<file path="config.mk">
export PLATFORM = sky130hd
export DESIGN_NAME = regfile
export DESIGN_NICKNAME = d
export VERILOG_FILES = /design/src/rtl/regfile.sv
export SDC_FILE = /design/constraint.sdc
export NUM_CORES = 1
export LEC_CHECK = 0
export CAP_MARGIN = 20
export CORE_ASPECT_RATIO = 0.9
export CORE_MARGIN = 2
export CORE_UTILIZATION = 50
export CTS_BUF_LIST = sky130_fd_sc_hd__clkbuf_16
export CTS_CLUSTER_DIAMETER = 100
export CTS_CLUSTER_SIZE = 16
export DETAILED_ROUTE_END_ITERATION = 8
export MAX_ROUTING_LAYER = met4
export PLACE_DENSITY = 0.64
export SETUP_SLACK_MARGIN = 0.15
export SKIP_LAST_GASP = 1
export SLEW_MARGIN = 20
export SYNTH_ARGS = -nofsm -noshare
export SYNTH_HDL_FRONTEND = slang
export SYNTH_SLANG_ARGS = --single-unit
</file>
<file path="constraint.sdc">
create_clock -name clk -period 5.28 [get_ports clk]
set_clock_uncertainty 0.15 [all_clocks]
set_input_delay 0.528 -clock clk [delete_from_list [all_inputs] [get_ports clk]]
set_output_delay 0.528 -clock clk [all_outputs]
set_load 0.01 [all_outputs]
</file>
<file path="src/rtl/regfile.sv">
// Two-read / one-write RV32I register file with hardwired-zero x0 and a post-reset clear sequencer.
// Optional same-cycle write-to-read bypass is enabled by defining REGFILE_WR_BYPASS_EN.
module regfile #(
    parameter int DATA_W   = 32,
    parameter int ADDR_W   = 5,
    parameter int NUM_REGS = 32
) (
    input  logic              clk,
    input  logic              rst,
    input  logic              we_i,
    input  logic [ADDR_W-1:0] waddr_i,
    input  logic [DATA_W-1:0] wdata_i,
    input  logic              re1_i,
    input  logic [ADDR_W-1:0] raddr1_i,
    output logic [DATA_W-1:0] rdata1_o,
    input  logic              re2_i,
    input  logic [ADDR_W-1:0] raddr2_i,
    output logic [DATA_W-1:0] rdata2_o,
    output logic              ready_o,
    output logic [ADDR_W-1:0] clr_idx_o
);

    typedef enum logic {
        CLEAR = 1'b0,
        RUN   = 1'b1
    } state_t;

    localparam logic [ADDR_W-1:0] LAST_IDX = ADDR_W'(NUM_REGS - 1);
    localparam logic [ADDR_W-1:0] FIRST_IDX = ADDR_W'(1);

    state_t            state_reg, state_next;
    logic [ADDR_W-1:0] clr_idx_reg, clr_idx_next;
    logic              ready_reg, ready_next;

    logic [DATA_W-1:0] mem [NUM_REGS];
    logic              mem_we;
    logic [ADDR_W-1:0] mem_waddr;
    logic [DATA_W-1:0] mem_wdata;

    always_ff @(posedge clk) begin
        if (rst) begin
            state_reg   <= CLEAR;
            clr_idx_reg <= FIRST_IDX;
            ready_reg   <= 1'b0;
        end else begin
            state_reg   <= state_next;
            clr_idx_reg <= clr_idx_next;
            ready_reg   <= ready_next;
        end
    end

    // The index holds at the last register once RUN is entered.
    always_comb begin
        state_next   = state_reg;
        clr_idx_next = clr_idx_reg;
        ready_next   = ready_reg;
        case (state_reg)
            CLEAR: begin
                if (clr_idx_reg == LAST_IDX) begin
                    state_next = RUN;
                    ready_next = 1'b1;
                end else begin
                    clr_idx_next = clr_idx_reg + ADDR_W'(1);
                end
            end
            RUN: begin
                state_next = RUN;
            end
            default: begin
                state_next = CLEAR;
            end
        endcase
    end

    // Single write port shared between the clear sequencer and write-back.
    always_comb begin
        mem_we    = 1'b0;
        mem_waddr = clr_idx_reg;
        mem_wdata = '0;
        if (!rst) begin
            if (state_reg == CLEAR) begin
                mem_we = 1'b1;
            end else if (we_i && (waddr_i != '0)) begin
                mem_we    = 1'b1;
                mem_waddr = waddr_i;
                mem_wdata = wdata_i;
            end
        end
    end

    always_ff @(posedge clk) begin
        if (mem_we) begin
            mem[mem_waddr] <= mem_wdata;
        end
    end

    logic              re    [2];
    logic [ADDR_W-1:0] raddr [2];
    logic [DATA_W-1:0] rdata [2];

    assign re[0]    = re1_i;
    assign re[1]    = re2_i;
    assign raddr[0] = raddr1_i;
    assign raddr[1] = raddr2_i;

    generate
        for (genvar gi = 0; gi < 2; gi++) begin : g_rport
            logic bypass_hit;
`ifdef REGFILE_WR_BYPASS_EN
            assign bypass_hit = (state_reg == RUN) && we_i && (waddr_i != '0) &&
                                re[gi] && (raddr[gi] == waddr_i);
`else
            assign bypass_hit = 1'b0;
`endif
            always_comb begin
                rdata[gi] = '0;
                if (rst || (state_reg == CLEAR)) begin
                    rdata[gi] = '0;
                end else if (!re[gi] || (raddr[gi] == '0)) begin
                    rdata[gi] = '0;
                end else if (bypass_hit) begin
                    rdata[gi] = wdata_i;
                end else begin
                    rdata[gi] = mem[raddr[gi]];
                end
            end
        end
    endgenerate

    assign rdata1_o  = rdata[0];
    assign rdata2_o  = rdata[1];
    assign ready_o   = ready_reg;
    assign clr_idx_o = clr_idx_reg;

endmodule

</file>
**After elaboration in Yosys (flattened, before gate mapping)**

Memories as Yosys holds them, arrays and structs flattened.
Cells that the tools add are included.

- Bits in registers: 7
- Bits in latches: 0
- Memory bits (writable): 1024
- Memory bits (read-only): 0
- Input port bits: 52
- Output and inout bits: 70
- Word-level logic and storage cells: 36
- Memories: 1

Memories:

| name | depth | bits a word | rd ports | clocked after memory_dff | wr ports | line | text |
|---|---|---|---|---|---|---|---|
| mem | 32 | 32 | 2 | 0 | 1 | 35 | `logic [DATA_W-1:0] mem [NUM_REGS];` |

- Add/sub/neg operators: 1
- Multipliers: 0
- Div/mod/pow operators: 0
- Magnitude comparators: 0
- Equality and inequality tests: 1
- Shifts and indexed selects: 0
- Multiplexer cells: 17
- Bitwise logic cells: 2
- Reductions and logical operators: 11

Operators by type and width:

| operator | number |
|---|---|
| 32-bit 2-to-1 mux | 7 |
| 5-bit 2-to-1 mux | 3 |
| 5-bit logical NOT | 2 |
| 1-bit 2-to-1 mux | 6 |
| 5-bit by 1-bit adder with 5-bit output, second input constant | 1 |
| 5-bit equality test, second input constant | 1 |
| 5-bit nonzero test | 1 |
| 2-bit AND reduction | 2 |
| 1-bit logical OR | 3 |
| 1-bit logical NOT | 2 |
| 1-bit inverter | 2 |
| 1-bit one-hot mux with 2 select lines | 1 |
| 1-bit logical AND | 1 |

**Longest topological paths before layout**

- Word-level depth: 7
- Depth in mapped cells: 9
- Mapped depth without buffers: 7

**Worst setup path before layout**

No wires, ideal clock.

- Path kind: in2reg
- Start: in waddr_i[4]
- End: mem mem[16][0] (enable)
- Setup time: 461 ps
- Arrival: 4071 ps
- Required time: 4669 ps
- Path slack: 598 ps
- Stages: 6
- Path buffers: 2
- Cell sequence: clkbuf_1 or3_1 o311a_1 buf_6 o41a_1 nor3_1

- Word-level cells in the longest chain between the ends: 7
- Elaborated cells between the ends (all ways): 10
- Those cells by class: 8 x mux; 2 x reduce/logical

Ends and longest elaborated chain:

| element | line | text |
|---|---|---|
| start, declared | 11 | `input logic [ADDR_W-1:0] waddr_i,` |
| 5-bit nonzero test | 83 | `end else if (we_i && (waddr_i != '0)) begin` |
| 1-bit logical AND | 83 |  |
| 1-bit 2-to-1 mux | 83 |  |
| 1-bit 2-to-1 mux | 81 | `if (state_reg == CLEAR) begin` |
| 1-bit 2-to-1 mux | 80 | `if (!rst) begin` |
| 1-bit 2-to-1 mux | 92 | `if (mem_we) begin` |
| 1-bit 2-to-1 mux (not written as such) | 93 | `mem[mem_waddr] <= mem_wdata;` |
| end, declared | 35 |  |

Parallel ways exist; a longest one is shown, timed or not.

**Final worst setup path**

- Start: reg state_reg
- End: out rdata2_o[15]

- Word-level cells in the longest chain between the ends: 3

Ends and longest elaborated chain:

| element | line | text |
|---|---|---|
| start, declared | 31 | `state_t state_reg, state_next;` |
| start signal, assigned | 46 | `state_reg <= state_next;` |
| 1-bit inverter | - |  |
| 1-bit logical OR | 117 | `if (rst \|\| (state_reg == CLEAR)) begin` |
| 32-bit 2-to-1 mux | 117 |  |
| end, declared | 18 | `output logic [DATA_W-1:0] rdata2_o,` |

Every way passes these cells.

==> summary.md <==
| Metric | Value |
|---|---|
| TritonCTS clock tree | built |
| GR met2 Demand/Resource | 0.500 |
| Flop-to-flop setup slack | 1.11 ns |
| Layout cell share with drive strength beyond 1 | 0.241 |
| Starting Density | 0.503 |
| CTS H-tree depth | 3 |
| GRT busiest layer | met2 |
| Hold_buf cts | 0 |
| Post-route minimum period | 5.01 ns |
| Slowest stage delay, CP | 0.72 ns |
| Slew @ Worst Pin | 1.11 ns |
| GPL Wtd Cong | 0.843 |
| Reg2reg path depth | 5 |
| Synth warnings | 0 |
| Core Region | 97900 um^2 |
| Avg Vias per Cell | 7.19 |
| Post-CTS setup buffers | 0 |
| Status | finished clean |
| Mapped Area | 49200 um^2 |
| Hold Path Origin | ready_o$_SDFFE_PP0P_ |
| Power Dens Cells | 287 nW/um^2 |
| Worst path required time | 4.60 ns |
| WP data arrival | 4.33 ns |
| Asr flop ratio synth | 0 |
| Max-Slew Margin vs Limit | 0.256 |
| R2R Path End | mem[5][6]$_DFFE_PP_ |
| IO buf count | 121 |
| CTS root buffer | clkbuf_16 |
| Fin. max-slew vios | 0 |
| Synth Instances | 2817 |
| Clock transition at path regs | 0.07 ns |
| Max Fclk | 0.199 GHz |
| Hold Path Class | flip-flop to flip-flop |
| Largest buffer count on any clock path | 3 |
| Largest Register | mem |
| Worst skew pair latency | 0.65 ns |
| GRT met1 Usage | 0.464 |
| RSZ-0062 raised after global routing | no |
| Max FFs per register | 1024 |
| Grt total ovfl | 0 |
| Worst flop-to-flop path startpoint | state_reg$_SDFF_PP0_ |
| CP max-delay cell | nor2b_1 |
| Die width | 335 um |
| Peak supply drop | 0.230 mV |
| Hold Crit Endpoint | ready_o$_SDFFE_PP0P_ |
| Row cnt | 109 |
| Layout Nets | 2968 |
| Max_cap viols | 0 |
| Most frequent cells in the layout | 1024 x edfxtp_1, 434 x mux2i_1, 328 x mux4_2 |
| DRT antenna net count | 0 |
| Dpl hpwl | 93.2 mm |
| Vias in the first global route | 30140 |
| Crit Path Max Fanout | 12 |
| Commonest non-fill, non-tap cell in the layout | edfxtp_1 |
| # resized after CTS | 0 |
| Final instance area | 54300 um^2 |
| Via count | 30221 |
| Final hold violation count | 0 |
| WS Path Type | flip-flop to primary output |
| Number of synthesized flops with an enable pin | 1024 |
| Post-Syn Area per Cell | 17.5 um^2 |
| Period utilization | 0.949 |
| Sequential-to-total area share from yosys stat | 0.628 |
| Die area | 101000 um^2 |
| Global-route wire length before repair | 226 mm |
| Routed wire per std cell | 38.5 um |
| Worst hold path depth | 2 |
| Routed Wire Length | 162 mm |
| Total leakage power | 16.7 nW |
| CP endpoint kind | primary output |
| CTS Buf Count | 74 |
| CP cell instances | nor2b_1 -> and3_2 -> buf_4 -> nand3_1 -> a32oi_1 -> clkdlybuf4s50_1 |
| Total track usage | 0.331 |
| DIE HEIGHT | 302 um |
| Post-synth top flop | edfxtp_1 |
| Antenna violations before repair | 8 |
| Yosys reg bits | 1031 |
| Post-place instance area | 52300 um^2 |
| CP startpoint kind | flip-flop |
| Met3 Use GR | 0.0590 |
| Cell variety after synth | 48 |
| DR iter-0 viols | 4750 |
| Initial DRT Pass Iterations | 6 |
| Layout Utilization | 0.554 |
| Largest net degree at the start of global routing | 77 |
| Post-route setup TNS | 0 ns |
| Syn nets | 2871 |
| Num ports | 122 |
| # clock sinks | 1031 |
| Drt drc | 0 |
| Final setup fails | 0 |
| Area delta synth->final | 10.3% |
-- worst max-delay path: cells and delay by family, from the launching register on --
kind | cells | cell delay [ns]
simple gates | 3 | 1.56
buf+inv | 2 | 1.01
flops | 1 | 0.60
compound gates | 1 | 0.51
-- how the worst max path moves through the flow --
stage | cells past startpoint | from | to | slack, ns
6_report | 6 | state_reg$_SDFF_PP0_ | rdata2_o[15] | 0.27
5_1_grt | 5 | state_reg$_SDFF_PP0_ | rdata1_o[12] | 0.31
4_1_cts | 5 | state_reg$_SDFF_PP0_ | rdata1_o[12] | 0.38
3_5_place_dp | 8 | rst | rdata1_o[13] | 0.76
3_3_place_gp | 6 | rst | rdata1_o[7] | 0.70
2_1_floorplan | 6 | waddr_i[4] | mem[16][0]$_DFFE_PP_ | 0.60
-- area by class of cell --
class,instances,area (um^2)
fillers,7529,43600
clock inverters,11,92.6
well taps,1276,1600
flip-flops and latches,1031,30900
multi-input cells,1551,17300
clock buffers,76,1900
inverters,4,15.0
diodes,2,5.00
repair buffers,252,2490
-- cell usage after synthesis (3+ instances only) --
cell | number | share of area
a221oi_1 | 17 | 0.0030
a22oi_1 | 155 | 0.024
edfxtp_1 | 1024 | 0.62
mux2i_1 | 434 | 0.088
nand2b_1 | 66 | 0.0084
buf_6 | 19 | 0.0043
nand3_1 | 89 | 0.0091
and2_1 | 34 | 0.0043
buf_2 | 87 | 0.0088
buf_1 | 18 | 0.0014
dfxtp_1 | 7 | 0.0028
or3_1 | 4 | 0.00051
mux2_2 | 73 | 0.017
nor3b_1 | 4 | 0.00061
a32oi_1 | 31 | 0.0055
inv_1 | 4 | 0.00030
nor2_1 | 34 | 0.0026
o31a_1 | 14 | 0.0025
nand2_1 | 66 | 0.0050
nand3b_1 | 8 | 0.0012
and3_1 | 20 | 0.0025
or2_2 | 18 | 0.0023
a31oi_1 | 48 | 0.0061
clkbuf_4 | 3 | 0.00046
nor3_1 | 26 | 0.0026
nor2b_1 | 9 | 0.0011
buf_4 | 37 | 0.0056
a21oi_1 | 35 | 0.0036
o221ai_1 | 14 | 0.0025
mux4_2 | 328 | 0.15
clkbuf_1 | 66 | 0.0050
-- power by group --
| part | internal, mW | switching, mW |
|---|---|---|
| Combinational | 0.509 | 0.743 |
| Clock | 2.58 | 2.76 |
| Sequential | 8.95 | 0.0428 |
| Total | 12.0 | 3.55 |
-- layer usage --
layer / share of wire / routed length, um
met1: 0.39 / 62900
met3: 0.11 / 18300
met5: 0 / 0
met4: 0.036 / 5900
met2: 0.46 / 74500
-- cells by family after synthesis --
kind of cell               after synthesis  synth area share
muxes                                  835             0.255
xor gates and xnor gates                 3          0.000534
adders and majority gates                2          0.000508
AOI/OAI and AO/OA                      326            0.0489
and+or+nand+nor                        385            0.0412
DFF                                   1031             0.628
buffers and inverters                  235            0.0261
-- through the flow --
stage | hold WS [ns] | instances | power, mW | setup slack [ns]
6_report | 0.338 | 4203 | 15.6 | 0.267
2_1_floorplan | 0.352 | 2817 | 9.98 | 0.598
3_3_place_gp | 0.318 | 4114 | 10.4 | 0.700
3_5_place_dp | 0.319 | 4114 | 10.4 | 0.758
4_1_cts | 0.343 | 4201 | 15.6 | 0.379
5_1_grt | 0.372 | 4203 | 16.0 | 0.311
No activity file was read; power rests on OpenSTA's default activity.
